## config.mk

```make
export PLATFORM = sky130hd
export DESIGN_NAME = memory_arbiter
export DESIGN_NICKNAME = d
export VERILOG_FILES = /design/src/rtl/mem_arb_pkg.sv /design/src/rtl/mem_arb_rr_pick.sv /design/src/rtl/memory_arbiter.sv
export SDC_FILE = /design/constraint.sdc
export NUM_CORES = 1
export LEC_CHECK = 0
export ABC_AREA = 1
export BUFFER_PORTS_ARGS = -buffer_cell sky130_fd_sc_hd__buf_2
export CORE_MARGIN = 1.5
export CORE_UTILIZATION = 40
export CTS_CLUSTER_DIAMETER = 50
export CTS_CLUSTER_SIZE = 30
export DETAILED_ROUTE_END_ITERATION = 10
export GPL_ROUTABILITY_DRIVEN = 0
export PLACE_DENSITY = 0.69
export SLEW_MARGIN = 10
export SYNTH_ARGS = -nofsm -noshare
export SYNTH_HDL_FRONTEND = slang
export SYNTH_SLANG_ARGS = --single-unit
```

## constraint.sdc

```tcl
create_clock -name clk -period 1.6 [get_ports clk]
set_clock_uncertainty 0.2 [all_clocks]
set_input_delay 0.32 -clock clk [delete_from_list [all_inputs] [get_ports clk]]
set_output_delay 0.32 -clock clk [all_outputs]
set_load 0.02 [all_outputs]
```

## src/rtl/mem_arb_pkg.sv

```systemverilog
// Shared types for the instruction/data memory arbiter: FSM state and port IDs.
package mem_arb_pkg;

  typedef enum logic [1:0] {
    ST_IDLE   = 2'd0,
    ST_ACCESS = 2'd1,
    ST_DONE   = 2'd2
  } state_e;

  typedef enum logic {
    PORT_I = 1'b0,
    PORT_D = 1'b1
  } port_e;

endpackage

```

## src/rtl/mem_arb_rr_pick.sv

```systemverilog
// Combinational two-way round-robin picker: on conflict the port not granted last wins.
module mem_arb_rr_pick
  import mem_arb_pkg::*;
(
  input  logic [1:0] req,
  input  logic       last_grant,
  output logic [1:0] gnt,
  output logic       gnt_id
);

  always_comb begin
    gnt_id = PORT_I;
    if (req == 2'b11) begin
      gnt_id = ~last_grant;
    end else if (req[PORT_D]) begin
      gnt_id = PORT_D;
    end
    gnt = '0;
    if (|req) begin
      gnt[gnt_id] = 1'b1;
    end
  end

endmodule

```

## src/rtl/memory_arbiter.sv

```systemverilog
// Shares one single-port memory between the instruction-fetch and data ports;
// each transaction: accept in IDLE, hold ACCESS_CYCLES on the port, one-cycle rvalid.
module memory_arbiter
  import mem_arb_pkg::*;
#(
  parameter  int unsigned MEM_WIDTH     = 32,
  parameter  int unsigned MEM_SIZE      = 256,
  parameter  int unsigned ACCESS_CYCLES = 1,
  localparam int unsigned ADDR_W        = $clog2(MEM_SIZE)
) (
  input  logic                 clk,
  input  logic                 reset_n,
  input  logic                 i_req,
  input  logic [ADDR_W-1:0]    i_addr,
  output logic                 i_ready,
  output logic                 i_rvalid,
  output logic [MEM_WIDTH-1:0] i_rdata,
  input  logic                 d_req,
  input  logic                 d_we,
  input  logic [ADDR_W-1:0]    d_addr,
  input  logic [MEM_WIDTH-1:0] d_wdata,
  output logic                 d_ready,
  output logic                 d_rvalid,
  output logic [MEM_WIDTH-1:0] d_rdata,
  output logic [ADDR_W-1:0]    mem_addr,
  output logic                 mem_read_en,
  output logic                 mem_write_en,
  output logic [MEM_WIDTH-1:0] mem_write_val,
  input  logic [MEM_WIDTH-1:0] mem_read_val,
  output logic                 busy
);

  localparam int unsigned CNT_W = $clog2(ACCESS_CYCLES + 1);

  state_e                 state_q, state_d;
  logic                   owner_q, owner_d;
  logic                   last_grant_q, last_grant_d;
  logic                   we_q, we_d;
  logic [ADDR_W-1:0]      addr_q, addr_d;
  logic [MEM_WIDTH-1:0]   wdata_q, wdata_d;
  logic [CNT_W-1:0]       cnt_q, cnt_d;
  logic [MEM_WIDTH-1:0]   i_rdata_q, i_rdata_d;
  logic [MEM_WIDTH-1:0]   d_rdata_q, d_rdata_d;
  logic                   i_rvalid_q, i_rvalid_d;
  logic                   d_rvalid_q, d_rvalid_d;

  logic [1:0]             gnt;
  logic                   gnt_id;

  mem_arb_rr_pick u_pick (
    .req        ({d_req, i_req}),
    .last_grant (last_grant_q),
    .gnt        (gnt),
    .gnt_id     (gnt_id)
  );

  always_comb begin
    state_d      = state_q;
    owner_d      = owner_q;
    last_grant_d = last_grant_q;
    we_d         = we_q;
    addr_d       = addr_q;
    wdata_d      = wdata_q;
    cnt_d        = cnt_q;
    i_rdata_d    = i_rdata_q;
    d_rdata_d    = d_rdata_q;
    i_rvalid_d   = 1'b0;
    d_rvalid_d   = 1'b0;
    i_ready      = 1'b0;
    d_ready      = 1'b0;

    unique case (state_q)
      ST_IDLE: begin
        if (|gnt) begin
          i_ready      = gnt[PORT_I];
          d_ready      = gnt[PORT_D];
          owner_d      = gnt_id;
          last_grant_d = gnt_id;
          we_d         = gnt[PORT_D] & d_we;
          addr_d       = gnt[PORT_D] ? d_addr : i_addr;
          wdata_d      = gnt[PORT_D] ? d_wdata : wdata_q;
          cnt_d        = CNT_W'(ACCESS_CYCLES - 1);
          state_d      = ST_ACCESS;
        end
      end
      ST_ACCESS: begin
        if (cnt_q == '0) begin
          if (!we_q) begin
            if (owner_q == PORT_D) d_rdata_d = mem_read_val;
            else                   i_rdata_d = mem_read_val;
          end
          // rvalid is set on entry to DONE so it is a flop output for exactly that cycle
          d_rvalid_d = (owner_q == PORT_D);
          i_rvalid_d = (owner_q == PORT_I);
          state_d    = ST_DONE;
        end else begin
          cnt_d = cnt_q - CNT_W'(1);
        end
      end
      ST_DONE: begin
        state_d = ST_IDLE;
      end
      default: begin
        state_d = ST_IDLE;
      end
    endcase
  end

  always_ff @(posedge clk or negedge reset_n) begin
    if (!reset_n) begin
      state_q      <= ST_IDLE;
      owner_q      <= PORT_I;
      last_grant_q <= PORT_I;
      we_q         <= 1'b0;
      addr_q       <= '0;
      wdata_q      <= '0;
      cnt_q        <= '0;
      i_rdata_q    <= '0;
      d_rdata_q    <= '0;
      i_rvalid_q   <= 1'b0;
      d_rvalid_q   <= 1'b0;
    end else begin
      state_q      <= state_d;
      owner_q      <= owner_d;
      last_grant_q <= last_grant_d;
      we_q         <= we_d;
      addr_q       <= addr_d;
      wdata_q      <= wdata_d;
      cnt_q        <= cnt_d;
      i_rdata_q    <= i_rdata_d;
      d_rdata_q    <= d_rdata_d;
      i_rvalid_q   <= i_rvalid_d;
      d_rvalid_q   <= d_rvalid_d;
    end
  end

  // Enables decode straight from flops so an asynchronous reset drops them at once
  assign mem_read_en   = (state_q == ST_ACCESS) && !we_q;
  assign mem_write_en  = (state_q == ST_ACCESS) && we_q && (cnt_q == '0);
  assign mem_addr      = addr_q;
  assign mem_write_val = wdata_q;
  assign i_rdata       = i_rdata_q;
  assign d_rdata       = d_rdata_q;
  assign i_rvalid      = i_rvalid_q;
  assign d_rvalid      = d_rvalid_q;
  assign busy          = (state_q != ST_IDLE);

endmodule

```

==> impl_results.md, run 1 <==
- Run status: complete, but fails checks
- Violated checks: negative setup slack
- Post-synthesis cell type count: 19
- Cell Area, Placed: 0.00545 mm^2
- Final hold vios: 0
- Post-route setup slack: -0.231 ns
- CP dominant cell by count: inv_2
- Seq pwr share: 36.9%
- CP required: 1.08 ns
- Sw power: 5.88 mW
- DR iter-0 viols: 324
- Largest net degree at the start of global routing: 65
- Synthesis-to-layout area growth: 53.4%
- Async SR Flop Fraction: 100%
- Net count of the mapped netlist: 545
- Actual slew at the worst max-slew pin: 0.328 ns
- CORE AREA: 0.0104 mm^2
- Yosys top cell by area: dfrtp_1
- Crit-path cells: inv_2 -> nand2_4 -> nor2_4 -> inv_2 -> a21oi_4 -> buf_6
- Comb pwr share: 50.6%
- Max-Cap Viols: 0
- Worst path max stage delay: 0.42 ns
- H-Tree Depth: 3
- Share of cells above drive strength 1: 34.7%
- Antenna viol nets, final: 0
- FP Rows: 37
- CP Max Fanout: 2
- Hpwl dp: 7.50 mm
- CTS Root Cell: clkbuf_8
- Max-slew violations: 0
- Global Route Usage Sum: 20.5%
- DIE WIDTH: 107 um
- Synthesized instance count: 460
- Clock Power Share: 12.4%
- Vias in the first global route: 3918
- Min-delay worst type: input port to register
- DRC Markers: 0
- Worst Path Buf+Inv: 3
- Arrival time at the worst endpoint: 1.31 ns
- Clock Sink Count: 110
- Post-synth top flop: dfrtp_1
- Slowest-stage cell, CP: dfrtp_1
- Gr ovfl total: 0
- Yosys warnings: 0
- Post-synth top cells: 201 x nand2_1, 110 x dfrtp_1, 35 x inv_1, 35 x o21ai_1, 31 x o21ai_0
- Synthesized flop and latch total: 110
- Period utilisation layout: 114%
- Startpoint types: register
- DR WL/cell: 14.7 um
- Routed via count: 4033
- Top-count cell post-synth: nand2_1
- Pwr dens: 2000 mW/mm^2
- Cell area after layout: 0.00661 mm^2
- First-pass DRT Iterations: 4
- Register area share after synthesis: 63.9%
- Leakage: 3.71 nW
- Pwr Total: 13.2 mW
- Reg2Reg Setup Slack: 0.01 ns
- Initial core utilization: 41.5%
- Worst rel slew slack: 78.1%
- Crit Path Class: register to output pin
- Max Freq: 546 MHz
- Vias per inst: 4.59
- Antenna violations before repair: 0
- Final wirelength: 12.9 mm
- Full die area: 0.0114 mm^2
- Mean Syn Cell Area: 9.36 um^2
- Chip height: 107 um
- Switching Fraction: 44.5%
- RSZ-0062 raised after global routing: yes
- Nets: 821
- Synth top area share: 63.9%
- Max VDD drop: 0.996 mV
- Reg clk slew, reported paths: 0.09 ns
- Largest cells by area after synthesis: dfrtp_1 64%, nand2_1 18%, o21ai_1 4.1%
- CTS tree: done
- Crit end category: output pin
- Tmin final: 1.83 ns
- Post-synth EDFFs: 0
- First-pass GRT wire length: 18.5 mm
- Worst path top cell family by delay: flip-flops
- Port Buffers: 195
- CTS buffer count: 9
- IO Count: 196
- Internal power: 7.34 mW
- Setup violators final: 5
- Worst-skew pair later-pin latency: 0.36 ns
- Mapped Area: 0.00431 mm^2
- Clock Tree Buf Depth: 2
[power by group through the flow]
stage	clock network (mW)	registers, mW	logic (mW)
final	1.64	4.88	6.69
after global routing	1.82	5.02	7.28
after CTS	1.69	4.86	6.17
after detailed placement	0	4.88	5.77
after global placement	0	4.82	5.63
after floorplan	0	6.43	2.12
[worst register-to-register path, delay by kind of cell (launching register included)]
kind / cells / cell delay (ns)
buffers and inverters: 3 / 0.48
DFF: 1 / 0.42
and+or+nand+nor: 3 / 0.32
AOI/OAI and AO/OA: 1 / 0.07
[worst paths after layout]
path | from | end | cells after the start
min in group asynchronous | reset_n | d_rdata[20] | 2
hold reg to reg | mem_write_val[3] | mem_write_val[3] | 2
hold / removal | mem_read_val[10] | d_rdata[10] | 3
setup / recovery | state_q[1] | i_ready | 6
max in group asynchronous | reset_n | last_grant_q | 3
setup reg to reg | state_q[1] | i_rdata[11] | 7
[sequential cells by signal, indices dropped and copies added, names as in the netlist]
signal / flops
d_rdata: 32
we_q: 1
d_rvalid: 1
i_rvalid: 1
last_grant_q: 1
mem_write_val: 32
mem_addr: 8
i_rdata: 32
state_q: 2
[placed cells by master, fill, tap and decap left out, types with 2 or more instances in the layout]
master,count
buf_12,4
buf_2,189
buf_4,14
buf_6,7
clkbuf_1,2
clkbuf_16,6
clkbuf_8,9
clkinvlp_4,2
dfrtp_1,109
dlygate4sd3_1,63
inv_1,33
inv_2,4
nand2_1,200
nand2_4,5
nand3_1,8
nor2_1,4
nor2_4,4
o21ai_0,17
o21ai_1,48
[per-stage QoR]
stage / setup WS (ns) / utilization [%] / hold WS, ns / TNS (ns) / cells
after global placement: 0.0700 / 52.5 / 0.0499 / 0 / 783
final: -0.231 / 63.7 / 0.0196 / -0.811 / 878
after floorplan: 0.0380 / - / -0.176 / 0 / 460
after global routing: -0.298 / 63.7 / 0.00380 / -2.08 / 877
after detailed placement: 0.0302 / 52.5 / 0.0471 / 0 / 783
after CTS: -0.271 / 61.7 / 0.00525 / -0.973 / 869
[kinds of logic after synthesis]
kind of cell / share of synthesized area (%)
buf+inv: 7.23
simple gates: 21.1
compound gates: 7.79
flops: 63.9
[per-layer routing]
metal,vias up,GRT usage [%],part of all wire (%)
met3,16,5.05,6.7
met5,-,0,0
met4,0,7.71,1.4
met1,1877,25.9,42
li1,1972,-,-
met2,168,34.2,50
[repair_timing]
action | CTS | global route
endpoints found under the hold margin | 178 | 0
gates cloned | 0 | 7
setup buffers | 7 | 2
pin swaps | 5 | 1
setup endpoints to repair | 5 | 41
gates resized for setup | 25 | 23
hold buffers | 63 | 0
[cell type report]
| cell class | instances | area (um^2) |
|---|---|---|
| tap | 136 | 170 |
| timing repair buffer | 285 | 2030 |
| clock buffer | 11 | 131 |
| antenna | 1 | 2.50 |
| sequential | 110 | 2750 |
| multi-input combinational | 291 | 1290 |
| fill | 868 | 3760 |
| inverter | 39 | 165 |
| clock inverter | 5 | 58.8 |
Power figures use the tool's default switching activity.
==> inputs of run 2 (changes only) <==
--- a/config.mk
+++ b/config.mk
@@ -13,7 +13,7 @@
 export CTS_CLUSTER_SIZE = 30
 export DETAILED_ROUTE_END_ITERATION = 10
 export GPL_ROUTABILITY_DRIVEN = 0
-export PLACE_DENSITY = 0.69
+export PLACE_DENSITY = 0.72
 export SLEW_MARGIN = 10
 export SYNTH_ARGS = -nofsm -noshare
 export SYNTH_HDL_FRONTEND = slang
==> constraint.sdc (replaced) <==
create_clock -name clk -period 1.52 [get_ports clk]
set_clock_uncertainty 0.2 [all_clocks]
set_input_delay 0.304 -clock clk [delete_from_list [all_inputs] [get_ports clk]]
set_output_delay 0.304 -clock clk [all_outputs]
set_load 0.02 [all_outputs]
==> run 2 against run 1 <==
The run still ends with negative setup slack left. Count of clock-buffer cells in the layout shrank 1. Clock power up 4%. Sequential cell count unchanged. Power increased by 9.1%. Setup slack lost 0.070 ns. Sequential power is 7.0% higher. Sequential share of layout area down 1.5 points. Combinational power grew 12%. Cell count rose by 0.91%. Critical path type unchanged. Largest cell class unchanged. Highest routed layer unchanged.
==> impl_results.md, run 2 (same netlist as run 1, synthesis figures left out) <==
- Setup violators final: 101 (+96)
- Worst path max stage delay: 0.41 ns (about the same)
- Reg2Reg Depth: 6 (-1)
- Nets: 830 (+1.1%)
- Max VDD drop: 0.933 mV (-6.3%)
- Violated checks: negative setup slack
- RSZ-0062 raised after global routing: yes
- Cells after DPL: 784 (+0.13%)
- Final wirelength: 13.4 mm (+3.6%)
- Crit path depth: 5 (-1)
- Vias per inst: 4.78 (+4.1%)
- Routed via count: 4235 (+5.0%)
- GRT met1 Usage: 25.0% (-0.87 points)
- Cell area after layout: 0.00684 mm^2 (+3.6%)
- Crit-path cells: buf_6 -> nor2_4 -> inv_4 -> nor2_4 -> buf_6
- Pre-CTS WS: -0.0348 ns (-0.0650 ns)
- Max-Cap Viols: 0 (unchanged)
- Commonest non-fill, non-tap cells in the layout: 189 x buf_2, 170 x nand2_1, 110 x dfrtp_1
- Worst Path Buf+Inv: 3 (unchanged)
- Share of cells above drive strength 1: 39.1% (+4.4 points)
- CORE AREA: 0.0104 mm^2 (unchanged)
- Synthesis-to-layout area growth: 58.9%
- Most common cell after layout, fill and taps aside: buf_2
- Crit Path Class: register to output pin
- Clock Sink Count: 110 (unchanged)
- FP Rows: 37 (unchanged)
- Run status: complete, but fails checks
- Vias in the first global route: 3934 (+0.41%)
- DIE WIDTH: 107 um (unchanged)
- Reg2Reg Capture Point: i_rdata[24]
- Crit end category: output pin
- First-pass DRT Iterations: 5 (+1)
- Full die area: 0.0114 mm^2 (unchanged)
- Worst rel slew slack: 74.2% (-3.9 points)
- Non-Filler Instances: 886 (+0.91%)
- Initial core utilization: 41.5% (unchanged)
- Hpwl dp: 7.59 mm (+1.2%)
- H-Tree Depth: 3 (unchanged)
- DRC Markers: 0 (unchanged)
- CTS tree: done
- Most Crowded Layer GR: met2
- Gr ovfl total: 0 (unchanged)
- CTS buffer count: 9 (unchanged)
- Post-layout util: 66.0% (+2.3 points)
- CP Max Fanout: 3 (+1)
- Clock Tree Buf Depth: 2 (unchanged)
- Crit path to: mem_write_en
- DR iter-0 viols: 353 (+9.0%)
- CP required: 1.02 ns (-0.06 ns)
- Largest net degree at the start of global routing: 65 (unchanged)
- Min-delay worst type: input port to register
- Period utilisation layout: 120%
- Max-slew violations: 0 (unchanged)
- Chip height: 107 um (unchanged)
- Tmin final: 1.82 ns
- RR Startpoint: last_grant_q
- Max Freq: 549 MHz
- Slowest-stage cell, CP: dfrtp_1
- Setup TNS Final: -7.05 ns (-6.24 ns)
- Worst-skew pair later-pin latency: 0.36 ns (about the same)
- Antenna viol nets, final: 0 (unchanged)
- Leakage: 3.79 nW (+2.1%)
- Antenna violations before repair: 0 (unchanged)
- Port Buffers: 195 (unchanged)
- Reg clk slew, reported paths: 0.10 ns (about the same)
- Hold slack: 0.0298 ns (+0.0102 ns)
- Pwr Total: 14.4 mW (+9.1%)
- DR WL/cell: 15.1 um (+2.6%)
- Met3 Usage GRT: 3.71% (-1.3 points)
- IO Count: 196 (unchanged)
- Pwr dens: 2110 mW/mm^2 (+5.3%)
- Startpoint types: register
- Global Route Usage Sum: 20.9% (+0.33 points)
- First-pass GRT wire length: 18.7 mm (+0.90%)
- Ant diodes: 0 (-1)
- Actual slew at the worst max-slew pin: 0.387 ns (+0.0586 ns)
- Post-route setup slack: -0.301 ns (-0.0704 ns)
- Arrival time at the worst endpoint: 1.32 ns (about the same)
- GRT met2 Usage: 36.9% (+2.7 points)
- Reg2Reg Setup Slack: -0.13 ns (-0.14 ns)
- Final hold vios: 0 (unchanged)
- CTS Root Cell: clkbuf_8
- Worst setup path start: state_q[1]
- Cell Area, Placed: 0.00550 mm^2 (+1.0%)
- Worst path top cell family by delay: flip-flops
[run 2: cell count changes in the layout (fill, tap and decap cells not counted), sizes merged]
cell         delta
buf             +5
clkbuf          -3
clkinv          +3
clkinvlp        -1
diode           -1
dlygate4sd3     +2
inv             +3
[run 2: worst reg2reg max path: stages, from the launching register on]
cell	delay, ns
dfrtp_1	0.42
buf_4	0.15
nor2_1	0.28
nand2_8	0.11
clkbuf_16	0.22
nand2_1	0.08
o21ai_0	0.07
[run 2: where the power goes]
part,internal (mW),switching [mW]
Clock,0.761,0.950
Sequential,4.34,0.884
Combinational,2.80,4.67
Total,7.90,6.51
[run 2: area by class of cell]
class / count / area, um^2
Timing Repair inverter: 4 / 53.8
Clock buffer: 10 / 128
Tap cell: 136 / 170
Inverter: 39 / 175
Clock inverter: 6 / 61.3
Sequential cell: 110 / 2750
Fill cell: 779 / 3530
Timing Repair Buffer: 290 / 2080
Multi-Input combinational cell: 291 / 1420
[run 2: worst min-delay path by stage]
stage,slack [ns],cells past startpoint,start,endpoint
after floorplan,-0.19,0,reset_n,d_rdata[0]
after global placement,0.06,1,reset_n,mem_addr[7]
after detailed placement,0.05,1,reset_n,mem_addr[7]
after CTS,0.01,3,mem_read_val[23],i_rdata[23]
after global routing,0.0002,3,mem_read_val[23],i_rdata[23]
final,0.03,5,i_addr[2],mem_addr[2]
[run 2: what timing repair did]
action,in CTS,in global routing
setup endpoints to repair,29,89
resized for setup,30,53
setup buffers,9,5
hold buffers,65,0
cloned,0,8
endpoints found under the hold margin,180,0
pin swaps,4,7
[run 2: routing by layer]
| metal | up-vias | routed length, um | share of wire (%) |
|---|---|---|---|
| met5 | - | 0 | 0 |
| met4 | 0 | 316 | 2.4 |
| met3 | 29 | 964 | 7.2 |
| met2 | 214 | 6920 | 52 |
| met1 | 2009 | 5200 | 39 |
| li1 | 1983 | - | - |
